$ cat src/rtl/edge_generate_pkg.sv
// Shared definitions for the edge_generate line driver: state encodings and
// a small helper used to size the auto-fall timer.
package edge_generate_pkg;

    // Bit 1 of the encoding is the line level, so signal can be read straight
    // off the state register.
    typedef enum logic [1:0] {
        EG_LOW_HOLD  = 2'd0,
        EG_LOW       = 2'd1,
        EG_HIGH_HOLD = 2'd2,
        EG_HIGH      = 2'd3
    } eg_state_t;

    function automatic int max_int(input int a, input int b);
        return (a > b) ? a : b;
    endfunction

endpackage

$ cat src/rtl/edge_generate_hold_timer.sv
// Loadable down-counter that saturates at zero; expired is high whenever the
// count reads zero, which is also the state right after reset.
module edge_generate_hold_timer #(
    parameter int CNT_WIDTH = 8
) (
    input  logic                 clk,
    input  logic                 rst,
    input  logic                 load,
    input  logic [CNT_WIDTH-1:0] load_value,
    output logic                 expired
);

    logic [CNT_WIDTH-1:0] count;

    // Load takes priority; otherwise count down and stop at zero.
    always_ff @(posedge clk) begin
        if (rst) begin
            count <= '0;
        end else if (load) begin
            count <= load_value;
        end else if (count != '0) begin
            count <= count - CNT_WIDTH'(1);
        end
    end

    assign expired = (count == '0);

endmodule

$ cat src/rtl/edge_generate.sv
// Single-bit line generator driven by rise/fall request pulses, with minimum
// high/low times and a one-deep request queue while a hold is running.
// Optional feature macro: EDGE_GENERATE_PULSE_EN adds pulse_req / PULSE_LEN
// and an auto-fall timer that ends the pulse automatically.
module edge_generate
    import edge_generate_pkg::*;
#(
    parameter int   MIN_HIGH   = 4,
    parameter int   MIN_LOW    = 4,
    parameter int   CNT_WIDTH  = 8,
    parameter logic INIT_LEVEL = 1'b0
`ifdef EDGE_GENERATE_PULSE_EN
    ,
    parameter int   PULSE_LEN  = 8
`endif
) (
    input  logic clk,
    input  logic rst,
    input  logic rise_req,
    input  logic fall_req,
`ifdef EDGE_GENERATE_PULSE_EN
    input  logic pulse_req,
`endif
    output logic signal,
    output logic rising,
    output logic falling,
    output logic pending,
    output logic conflict
);

    localparam logic [CNT_WIDTH-1:0] HIGH_LOAD = CNT_WIDTH'(MIN_HIGH - 1);
    localparam logic [CNT_WIDTH-1:0] LOW_LOAD  = CNT_WIDTH'(MIN_LOW - 1);

    eg_state_t            state_q, state_d;
    logic                 pending_d;
    logic                 rising_d, falling_d;
    logic                 up_req, rise_eff, fall_eff, conflict_now;
    logic                 hold_load, hold_expired;
    logic [CNT_WIDTH-1:0] hold_value;
    logic                 want_high, want_low;

`ifdef EDGE_GENERATE_PULSE_EN
    localparam int                   AUTO_LEN  = max_int(PULSE_LEN, MIN_HIGH);
    localparam logic [CNT_WIDTH-1:0] AUTO_LOAD = CNT_WIDTH'(AUTO_LEN - 1);

    logic pulse_q, pulse_d;
    logic pulse_pend_q, pulse_pend_d;
    logic auto_load, auto_expired;

    // A pulse request only counts as a rise while the line is low.
    assign up_req = rise_req | (pulse_req & ~signal);
`else
    assign up_req = rise_req;
`endif

    assign conflict_now = up_req & fall_req;
    assign rise_eff     = up_req & ~fall_req;
    assign fall_eff     = fall_req & ~up_req;
    assign signal       = state_q[1];

    edge_generate_hold_timer #(.CNT_WIDTH(CNT_WIDTH)) u_hold_timer (
        .clk       (clk),
        .rst       (rst),
        .load      (hold_load),
        .load_value(hold_value),
        .expired   (hold_expired)
    );

`ifdef EDGE_GENERATE_PULSE_EN
    edge_generate_hold_timer #(.CNT_WIDTH(CNT_WIDTH)) u_auto_timer (
        .clk       (clk),
        .rst       (rst),
        .load      (auto_load),
        .load_value(AUTO_LOAD),
        .expired   (auto_expired)
    );
`endif

    // Next-state logic. The counter is always zero in LOW/HIGH, so "hold
    // expired" doubles as "an edge is allowed this cycle" in every state.
    always_comb begin
        state_d    = state_q;
        pending_d  = pending;
        rising_d   = 1'b0;
        falling_d  = 1'b0;
        hold_load  = 1'b0;
        hold_value = HIGH_LOAD;
        want_high  = 1'b0;
        want_low   = 1'b0;
`ifdef EDGE_GENERATE_PULSE_EN
        pulse_d      = pulse_q;
        pulse_pend_d = pulse_pend_q;
        auto_load    = 1'b0;
`endif
        if (!signal) begin
            if (fall_eff) begin
                pending_d = 1'b0;
`ifdef EDGE_GENERATE_PULSE_EN
                pulse_pend_d = 1'b0;
`endif
            end else if (rise_eff) begin
                if (hold_expired) begin
                    want_high = 1'b1;
                end else begin
                    pending_d = 1'b1;
`ifdef EDGE_GENERATE_PULSE_EN
                    pulse_pend_d = pulse_pend_q | pulse_req;
`endif
                end
            end
            if (hold_expired && pending && !fall_eff) begin
                want_high = 1'b1;
            end
            if (want_high) begin
                state_d    = EG_HIGH_HOLD;
                hold_load  = 1'b1;
                hold_value = HIGH_LOAD;
                pending_d  = 1'b0;
                rising_d   = 1'b1;
`ifdef EDGE_GENERATE_PULSE_EN
                pulse_pend_d = 1'b0;
                pulse_d      = pulse_pend_q | (rise_eff & pulse_req);
                auto_load    = pulse_pend_q | (rise_eff & pulse_req);
`endif
            end else if (hold_expired) begin
                state_d = EG_LOW;
            end
        end else begin
            if (rise_eff) begin
                pending_d = 1'b0;
`ifdef EDGE_GENERATE_PULSE_EN
                pulse_d = 1'b0;
`endif
            end else if (fall_eff) begin
                if (hold_expired) begin
                    want_low = 1'b1;
                end else begin
                    pending_d = 1'b1;
                end
            end
            if (hold_expired && pending && !rise_eff) begin
                want_low = 1'b1;
            end
`ifdef EDGE_GENERATE_PULSE_EN
            if (pulse_q && auto_expired && !rise_eff) begin
                want_low = 1'b1;
            end
`endif
            if (want_low) begin
                state_d    = EG_LOW_HOLD;
                hold_load  = 1'b1;
                hold_value = LOW_LOAD;
                pending_d  = 1'b0;
                falling_d  = 1'b1;
`ifdef EDGE_GENERATE_PULSE_EN
                pulse_d = 1'b0;
`endif
            end else if (hold_expired) begin
                state_d = EG_HIGH;
            end
        end
    end

    // State, queue flag and registered one-cycle output pulses.
    always_ff @(posedge clk) begin
        if (rst) begin
            state_q  <= INIT_LEVEL ? EG_HIGH : EG_LOW;
            pending  <= 1'b0;
            rising   <= 1'b0;
            falling  <= 1'b0;
            conflict <= 1'b0;
`ifdef EDGE_GENERATE_PULSE_EN
            pulse_q      <= 1'b0;
            pulse_pend_q <= 1'b0;
`endif
        end else begin
            state_q  <= state_d;
            pending  <= pending_d;
            rising   <= rising_d;
            falling  <= falling_d;
            conflict <= conflict_now;
`ifdef EDGE_GENERATE_PULSE_EN
            pulse_q      <= pulse_d;
            pulse_pend_q <= pulse_pend_d;
`endif
        end
    end

endmodule

$ cat config.mk
export PLATFORM = sky130hd
export DESIGN_NAME = edge_generate
export DESIGN_NICKNAME = d
export VERILOG_FILES = /design/src/rtl/edge_generate_pkg.sv /design/src/rtl/edge_generate_hold_timer.sv /design/src/rtl/edge_generate.sv
export SDC_FILE = /design/constraint.sdc
export NUM_CORES = 1
export LEC_CHECK = 0
export BUFFER_PORTS_ARGS = -buffer_cell sky130_fd_sc_hd__buf_2
export CAP_MARGIN = 15
export CORE_UTILIZATION = 54
export DETAILED_ROUTE_END_ITERATION = 8
export PLACE_DENSITY_LB_ADDON = 0.05
export SYNTH_ARGS = -nofsm -noshare
export SYNTH_HDL_FRONTEND = slang
export SYNTH_HIERARCHICAL = 1
export SYNTH_SLANG_ARGS = --single-unit
$ cat constraint.sdc
create_clock -name clk -period 2.1 [get_ports clk]
set_input_delay 0.63 -clock clk [delete_from_list [all_inputs] [get_ports clk]]
set_output_delay 0.63 -clock clk [all_outputs]
set_load 0.005 [all_outputs]
== Word-level counts from Yosys, hierarchy flattened ==
Cells that the tools add are included.
Storage, ports and cells
  flip-flop bits (word level): 13
  input bits: 4
  output and inout port bits: 5
  word-level logic and storage cells: 55
Operators by class
  $add $sub $neg: 1
  equality and inequality tests: 1
  mux-type cells: 27
  bitwise operators: 6
  reduce and logical (&&, ||, !) cells: 13
Operators with widths (number)
  1-bit 2-to-1 mux: 22
  2-bit 2-to-1 mux: 5
  8-bit logical NOT: 1
  8-bit nonzero test: 1
  8-bit by 1-bit subtractor with 8-bit output (second input constant): 1
  2-bit OR reduction: 3
  4-bit by 1-bit inequality test with 1-bit output (second input constant): 1
  4-bit nonzero test: 1
  1-bit bitwise AND: 3
  1-bit logical AND: 3
  1-bit inverter: 3
  1-bit logical NOT: 2
  2-bit AND reduction: 1
  2-bit nonzero test: 1

== Logic depth before layout (Yosys ltp) ==
Gate-level depths: netlist (run 1).
  depth after elaboration: 9
  depth in mapped cells: 9

== By module ==
Netlist (run 1), hierarchy kept.
Modules (own cells, without submodules)
  edge_generate_hold_timer: times used 1, cells an instance 53, area an instance 475.5 µm², sequential area each 160.2 µm²
  edge_generate: times used 1, cells an instance 27, area an instance 237.7 µm², sequential area each 100.1 µm²

== Worst setup path before layout (run 1) ==
Ideal clock, no wire load.
  kind: flip-flop to flip-flop
  start point: reg u_hold_timer.count[3]
  end point: reg u_hold_timer.count[0]
  arrival time: 1.766 ns
  data required time: 1.970 ns
  setup slack: 0.204 ns
  cell stages (with the launch flop): 9
  buffers on the path: 2
  clock period less this slack: 1.896 ns
  path through: dfxtp_1 > nor4_4 > and4bb_1 > buf_6 > nor2b_1 > clkbuf_1 > nor3_1 > nand2_1 > o211ai_2
Between the ends
  word-level cells in the longest chain between the ends: 9
  elaborated cells on any way between the ends: 19
  those cells by class: 13 x mux; 6 x reduce/logical
RTL lines
  start: declaration: line edge_generate_hold_timer.sv:13  | logic [CNT_WIDTH-1:0] count;
  start signal: assignment: line edge_generate_hold_timer.sv:20  | count <= load_value;
  start signal: assignment: line edge_generate_hold_timer.sv:22  | count <= count - CNT_WIDTH'(1);
  8-bit logical NOT *: line edge_generate_hold_timer.sv:26  | assign expired = (count == '0);
  net hold_expired: line edge_generate.sv:38  | logic hold_load, hold_expired;
  1-bit 2-to-1 mux: line edge_generate.sv:102, edge_generate.sv:135
  1-bit 2-to-1 mux, on equally long branches: line edge_generate.sv:101, edge_generate.sv:134
  1-bit 2-to-1 mux, on equally long branches: line edge_generate.sv:96, edge_generate.sv:129
  1-bit 2-to-1 mux, on equally long branches: line edge_generate.sv:111, edge_generate.sv:141
  1-bit 2-to-1 mux: line edge_generate.sv:95  | if (!signal) begin
  1-bit 2-to-1 mux, on equally long branches: line edge_generate.sv:114, edge_generate.sv:149
  1-bit 2-to-1 mux *: line edge_generate.sv:95
  net hold_load: line edge_generate.sv:38
  2-bit 2-to-1 mux / 2-bit nonzero test (equally long branches)
Mark *: on every way through the listed nets, which the timed path passes. The rest lies on a longest branch. The select of a mux whose other input is x is not followed.
A chain may end at the register's enable or synchronous reset.

== Worst setup path after layout (run 1) ==
  start point: reg u_hold_timer.count[0]
  end point: reg u_hold_timer.count[5]
Between the ends
  word-level cells in the longest chain between the ends: 9
  elaborated cells on any way between the ends: 19
  those cells by class: 1 x add/sub; 12 x mux; 6 x reduce/logical
RTL lines (line)
  8-bit logical NOT *: edge_generate_hold_timer.sv:26
  net hold_expired: edge_generate.sv:38
  1-bit 2-to-1 mux: edge_generate.sv:102, edge_generate.sv:135
  1-bit 2-to-1 mux, on equally long branches: edge_generate.sv:101, edge_generate.sv:134
  1-bit 2-to-1 mux, on equally long branches: edge_generate.sv:96, edge_generate.sv:129
  1-bit 2-to-1 mux, on equally long branches: edge_generate.sv:111, edge_generate.sv:141
  1-bit 2-to-1 mux: edge_generate.sv:95
  1-bit 2-to-1 mux, on equally long branches: edge_generate.sv:114, edge_generate.sv:149
  1-bit 2-to-1 mux *: edge_generate.sv:95
  net hold_load: edge_generate.sv:38
  2-bit OR reduction (no source line) *
Marks and branches as above.

==> results.md, run 1 <==
- Root buffer cell: clkbuf_4
- Die ar.: 1470 um2
- Routed vias: 596
- Post-CTS resize count: 0
- Setup TNS: 0 ps
- Layout Cells excl Fill: 114
- Worst slack, placed: -4.74 ps
- Top delay family on crit path: simple AND/OR/NAND/NOR gates
- Max layer used: met4
- Layout cells sized above 1: 20.0%
- Mapped Avg Cell Area: 8.91 um2
- Fin crit share: 87.3%
- First-pass GRT wire length: 1980 um
- GRT Resource Usage Total: 19.9%
- Outcome: completed
- WS Path Type: flip-flop to flip-flop
- Syn Inst Count: 80
- # IOs: 9
- Grt total ovfl: 0
- Setup bufs post-CTS: 0
- Wl on met1: 629 um
- Yosys warnings: 6
- Clock Pin Slew Worst Setup and Hold Paths: 70 ps
- Skew-Pair Late Insertion Delay: 270 ps
- Antenna violations before repair: 0
- Count of input and output buffers: 8
- Crit path launch type: flip-flop
- HPWL Detailed: 916 um
- Crit. End Element: flip-flop
- Row Count: 12
- CP Max Fanout: 6
- Number of synthesized flops with an enable pin: 0
- RSZ-0062 raised after global routing: no
- Max H-tree Level: 1
- CTS tree: yes
- Synth top area cells: dfxtp_1 (36%), o32ai_1 (4.9%), xnor2_1 (4.9%), nand2_1 (4.7%), nor3_1 (4.2%)
- Antenna viol nets, final: 0
- #FFs+latches synth: 13
- Placed cells: 110
- Slew Limit Fails: 0
- Tot Pwr: 1.10 mW
- Drt total wl: 1210 um
- Mapped Area: 713 um2
- Core Area: 1170 um2
- Filler instances: 94
- Crit-path max cell delay: 380 ps
- Wire length on met2: 511 um
- Total CTS buffers: 3
- Area grow syn2layout: 17.5%
- Ant diodes: 0
- Final Util: 71.6%
- Cell Pwr Density: 1310 nW/um2
- DIE HEIGHT: 38.3 um
- Clk sinks: 13
- Vias/cell: 5.23
- DR DRC count: 0
- Worst Clk Skew: 1.93 ps
- Initial Util: 60.9%
- Post-cts hold buffer count: 0
- PnR worst setup slack: 267 ps
- F_max: 546 MHz
- Critical-path top delay cell: dfxtp_1
- Most used DFF post-synth: dfxtp_1
- Clock tree buffer depth: 2
- Largest area contributor in the netlist: dfxtp_1
- Detailed Routing Iterations Pass 1: 4
- Initial DRC Count: 10
- Die Span X: 38.3 um
- Max Cap Viol: 0
- Peak supply drop: 0.884 mV
- Unique cell type count in the Yosys netlist: 32
- Critical Path AT: 2010 ps
- Sequential-to-total area share from yosys stat: 36.5%
- Vias in the first global route: 482
- Synth top area share: 36.5%
- Hold Vio Cnt, Final: 0
- Leak pwr: 0.351 nW
- Req. time, crit path: 2280 ps
- Final GP Congestion: 0.728
- Fraction of registers with async set/reset: 0%
- Nets: 106
- Final setup fails: 0
- Worst min path class: flip-flop to flip-flop
- Fin crit period: 1830 ps
- CP Cell Sequence: inv_1, ha_1, and4bb_1, nor2b_1, or2_2, o32ai_1
- Drt wl/cell: 10.6 um
- WL met3: 50 um
- Buffer and inverter count on the worst path: 1
- Largest net degree at the start of global routing: 17
## through the flow
stage	hold slack, ps	cell area, um2
floorplan	511	736
global placement	529	812
detailed placement	533	812
CTS	547	838
global route	583	838
finish	542	838
## layer usage
layer / up-vias / GRT usage (%)
met5: - / 0
met4: 0 / 5.17
met3: 2 / 10.5
met2: 8 / 29.7
met1: 264 / 24.8
li1: 322 / -
## final cells by class
type                    instances  area (um2)  share of cell area [%]
flip-flops and latches         13         260                    31.0
repair buffers                 13        77.6                    9.25
well taps                      14        17.5                    2.09
multi-input cells              67         445                    53.1
clock buffers                   4        26.3                    3.13
inverters                       3        11.3                    1.34
## logic make-up (layout without fill, tap and decap cells)
group                    Yosys count  count (layout)  share of synthesized area, %
flip-flops                        13              13                          36.5
multiplexers                       2               2                          2.81
AND/OR/NAND/NOR                   36              36                          31.2
other                              2               8                          1.05
adder cells (fa/ha/maj)            1               1                          1.75
AO/OA/AOI/OAI                     15              15                          16.3
XOR/XNOR                           5               5                          6.14
buffers and inverters              6              20                          4.21
## state kept, by name, indices dropped and copies added, names as in the netlist
| register | cells |
|---|---|
| conflict | 1 |
| falling | 1 |
| pending | 1 |
| rising | 1 |
| state_q | 1 |
| u_hold_timer/count | 8 |
## final timing paths
check                                      from                                 end  slack, ps  depth (start not counted)
max          u_hold_timer/count[0]$_SDFFE_PP0P_  u_hold_timer/count[5]$_SDFFE_PP0P_        270                          6
min                        pending$_SDFFE_PP0P_                  falling$_SDFF_PP0_        540                          2
max reg2reg  u_hold_timer/count[0]$_SDFFE_PP0P_  u_hold_timer/count[5]$_SDFFE_PP0P_        270                          6
min reg2reg                pending$_SDFFE_PP0P_                  falling$_SDFF_PP0_        540                          2
## power by group
| group | switching [mW] | leakage [nW] | internal, mW | total (mW) |
|---|---|---|---|---|
| registers | 0.0835 | 0.107 | 0.321 | 0.404 |
| clock network | 0.0728 | 0.0150 | 0.0736 | 0.146 |
| logic | 0.260 | 0.229 | 0.291 | 0.551 |
## cell usage after synthesis (2+ instances only)
library cell	n
nand2_1	9
mux2i_1	2
nor3b_1	2
nor2_1	4
o32ai_1	4
clkbuf_1	2
nor2b_1	4
inv_1	3
nand2b_1	3
nor3_1	6
xnor2_1	4
dfxtp_1	13
conb_1	2
a21oi_1	4
## layout by cell type, fill, tap and decap left out, types with 2 or more instances in the layout
master / count
a21oi_1: 4
buf_2: 8
buf_4: 5
clkbuf_4: 3
conb_1: 8
dfxtp_1: 13
inv_1: 3
mux2i_1: 2
nand2_1: 9
nand2b_1: 3
nor2_1: 4
nor2b_1: 4
nor3_1: 6
nor3b_1: 2
o32ai_1: 4
xnor2_1: 4
## worst register-to-register path, cell delays in order (launching register included)
cell and delay (ps):
dfxtp_1 380, inv_1 80, ha_1 260, and4bb_1 230, nor2b_1 160, or2_2 350, o32ai_1 280
Power figures use the tool's default switching activity.
==> run 2: changes to the inputs <==
--- a/config.mk
+++ b/config.mk
@@ -5,11 +5,11 @@
 export SDC_FILE = /design/constraint.sdc
 export NUM_CORES = 1
 export LEC_CHECK = 0
-export BUFFER_PORTS_ARGS = -buffer_cell sky130_fd_sc_hd__buf_2
+export BUFFER_PORTS_ARGS = -buffer_cell sky130_fd_sc_hd__buf_4
 export CAP_MARGIN = 15
 export CORE_UTILIZATION = 54
 export DETAILED_ROUTE_END_ITERATION = 8
-export PLACE_DENSITY_LB_ADDON = 0.05
+export PLACE_DENSITY = 0.75
 export SYNTH_ARGS = -nofsm -noshare
 export SYNTH_HDL_FRONTEND = slang
 export SYNTH_HIERARCHICAL = 1
==> run 2 against run 1 <==
Net effect:
- worst hold slack gained 8.5 ps
- total power rose by 2.4%
- first-iteration DRC count fell by 20%
- non-clock buffer count is the same
- sequential power increased by 1%
- via count decreased by 3.0%
- register-to-register slack worse by 30 ps
- die area is the same
- largest cell class unchanged
==> results.md, run 2 (synthesis gave the netlist of run 1 again) <==
- Die Span X: 38.3 um
- Clock tree buffer depth: 2
- Crit. Startpoint: fall_req
- Req. time, crit path: 2290 ps
- Detailed Routing Iterations Pass 1: 4
- Drt total wl: 1300 um
- Ant diodes: 0
- Post-cts hold buffer count: 0
- Final setup fails: 0
- Cell Pwr Density: 1310 nW/um2
- Slew Limit Fails: 0
- Area grow syn2layout: 20.5%
- Commonest non-fill, non-tap cells in the layout: dfxtp_1 (13), buf_4 (13), nand2_1 (9)
- RSZ-0062 raised after global routing: no
- Layout Cells excl Fill: 114
- Critical Path AT: 2080 ps
- Max Cap Viol: 0
- Worst slack, placed: 1.31 ps
- Final GP Congestion: 0.720
- Root buffer cell: clkbuf_4
- CTS tree: yes
- Max FFs per register: 8
- GRT Resource Usage Total: 22.0%
- Outcome: completed
- Critical-path top delay cell: a221oi_1
- Setup TNS: 0 ps
- Hold Vio Cnt, Final: 0
- Initial DRC Count: 8
- Setup bufs post-CTS: 0
- Die ar.: 1470 um2
- DR DRC count: 0
- Routed vias: 578
- Total CTS buffers: 3
- Worst Clk Skew: 1.23 ps
- Hold Crit Start: pending$_SDFFE_PP0P_
- Clock Pin Slew Worst Setup and Hold Paths: 80 ps
- Grt total ovfl: 0
- Drt wl/cell: 11.4 um
- # IOs: 9
- Fin crit share: 89.8%
- Peak supply drop: 0.707 mV
- Core Area: 1170 um2
- PnR worst setup slack: 213 ps
- Most used cell along the critical path: nor2b_1
- Clk sinks: 13
- Initial Util: 60.9%
- CP Max Fanout: 4
- Skew-Pair Late Insertion Delay: 280 ps
- Vias/cell: 5.07
- DIE HEIGHT: 38.3 um
- Nets: 106
- Placed cells: 110
- Largest register by flop count: u_hold_timer/count
- Crit. End Element: flip-flop
- Antenna violations before repair: 0
- Buffer and inverter count on the worst path: 1
- Crit-path max cell delay: 410 ps
- Top delay family on crit path: compound AO/OA/AOI/OAI gates
- HPWL Detailed: 912 um
- Count of input and output buffers: 8
- Crit path launch type: input port
- Antenna viol nets, final: 0
- RR Startpoint: u_hold_timer/count[0]$_SDFFE_PP0P_
- Row Count: 12
- Vias in the first global route: 509
- Fin crit period: 1890 ps
- CP Cell Sequence: buf_4, nor2b_1, a221oi_1, nor2b_1, or2_2, o32ai_1
- WS Path Type: input port to flip-flop
- Max H-tree Level: 1
- Largest net degree at the start of global routing: 17
- Layout cells sized above 1: 21.0%
- F_max: 530 MHz
- Tot Pwr: 1.13 mW
- Worst min path class: flip-flop to flip-flop
- Leak pwr: 0.357 nW
- Post-CTS resize count: 0
- First-pass GRT wire length: 2210 um
==> run 2: cell types whose count changed in the layout (fill, tap and decap cells not counted) <==
cell,before,now
buf_2,8,0
buf_4,5,13
clkbuf_1,1,0
clkinv_2,0,1
==> run 2: worst reg2reg max path, cell delays in order (launching register included) <==
cell and delay [ps]:
dfxtp_1 390, inv_1 70, ha_1 270, and4bb_1 230, nor2b_1 170, or2_2 360, o32ai_1 270
==> run 2: power by group <==
part | total (mW) | internal, mW | switching [mW]
clock | 0.158 | 0.0707 | 0.0870
combinational | 0.563 | 0.302 | 0.261
sequential | 0.408 | 0.320 | 0.0874
==> run 2: layer usage <==
metal / vias to the layer above / share of wire (%) / global-route usage [%]
met5: - / 0 / 0
li1: 319 / - / -
met1: 250 / 55 / 30.1
met2: 5 / 42 / 30.9
met4: 0 / 1.5 / 12.9
met3: 4 / 1.5 / 5.23
==> run 2: metrics by stage <==
stage	hold slack (ps)	utilization, %	area [um2]
global placement	530	71.0	832
finish	550	73.4	860
detailed placement	538	71.0	832
floorplan	511	-	736
CTS	556	73.4	860
global route	576	73.4	860
==> run 2: area by class of cell <==
type / count / area (um2)
Timing Repair Buffer: 13 / 97.6
Sequential cell: 13 / 260
Inverter: 3 / 11.3
Fill cell: 94 / 312
Clock inverter: 1 / 5.00
Clock buffer: 3 / 22.5
Tap cell: 14 / 17.5
Multi-Input combinational cell: 67 / 445
==> run 2: worst paths after layout <==
kind / slack [ps] / endpoint / cells past startpoint
min reg2reg: 550 / falling$_SDFF_PP0_ / 2
max: 210 / u_hold_timer/count[4]$_SDFFE_PP0P_ / 6
max reg2reg: 240 / u_hold_timer/count[4]$_SDFFE_PP0P_ / 6
min: 550 / falling$_SDFF_PP0_ / 2
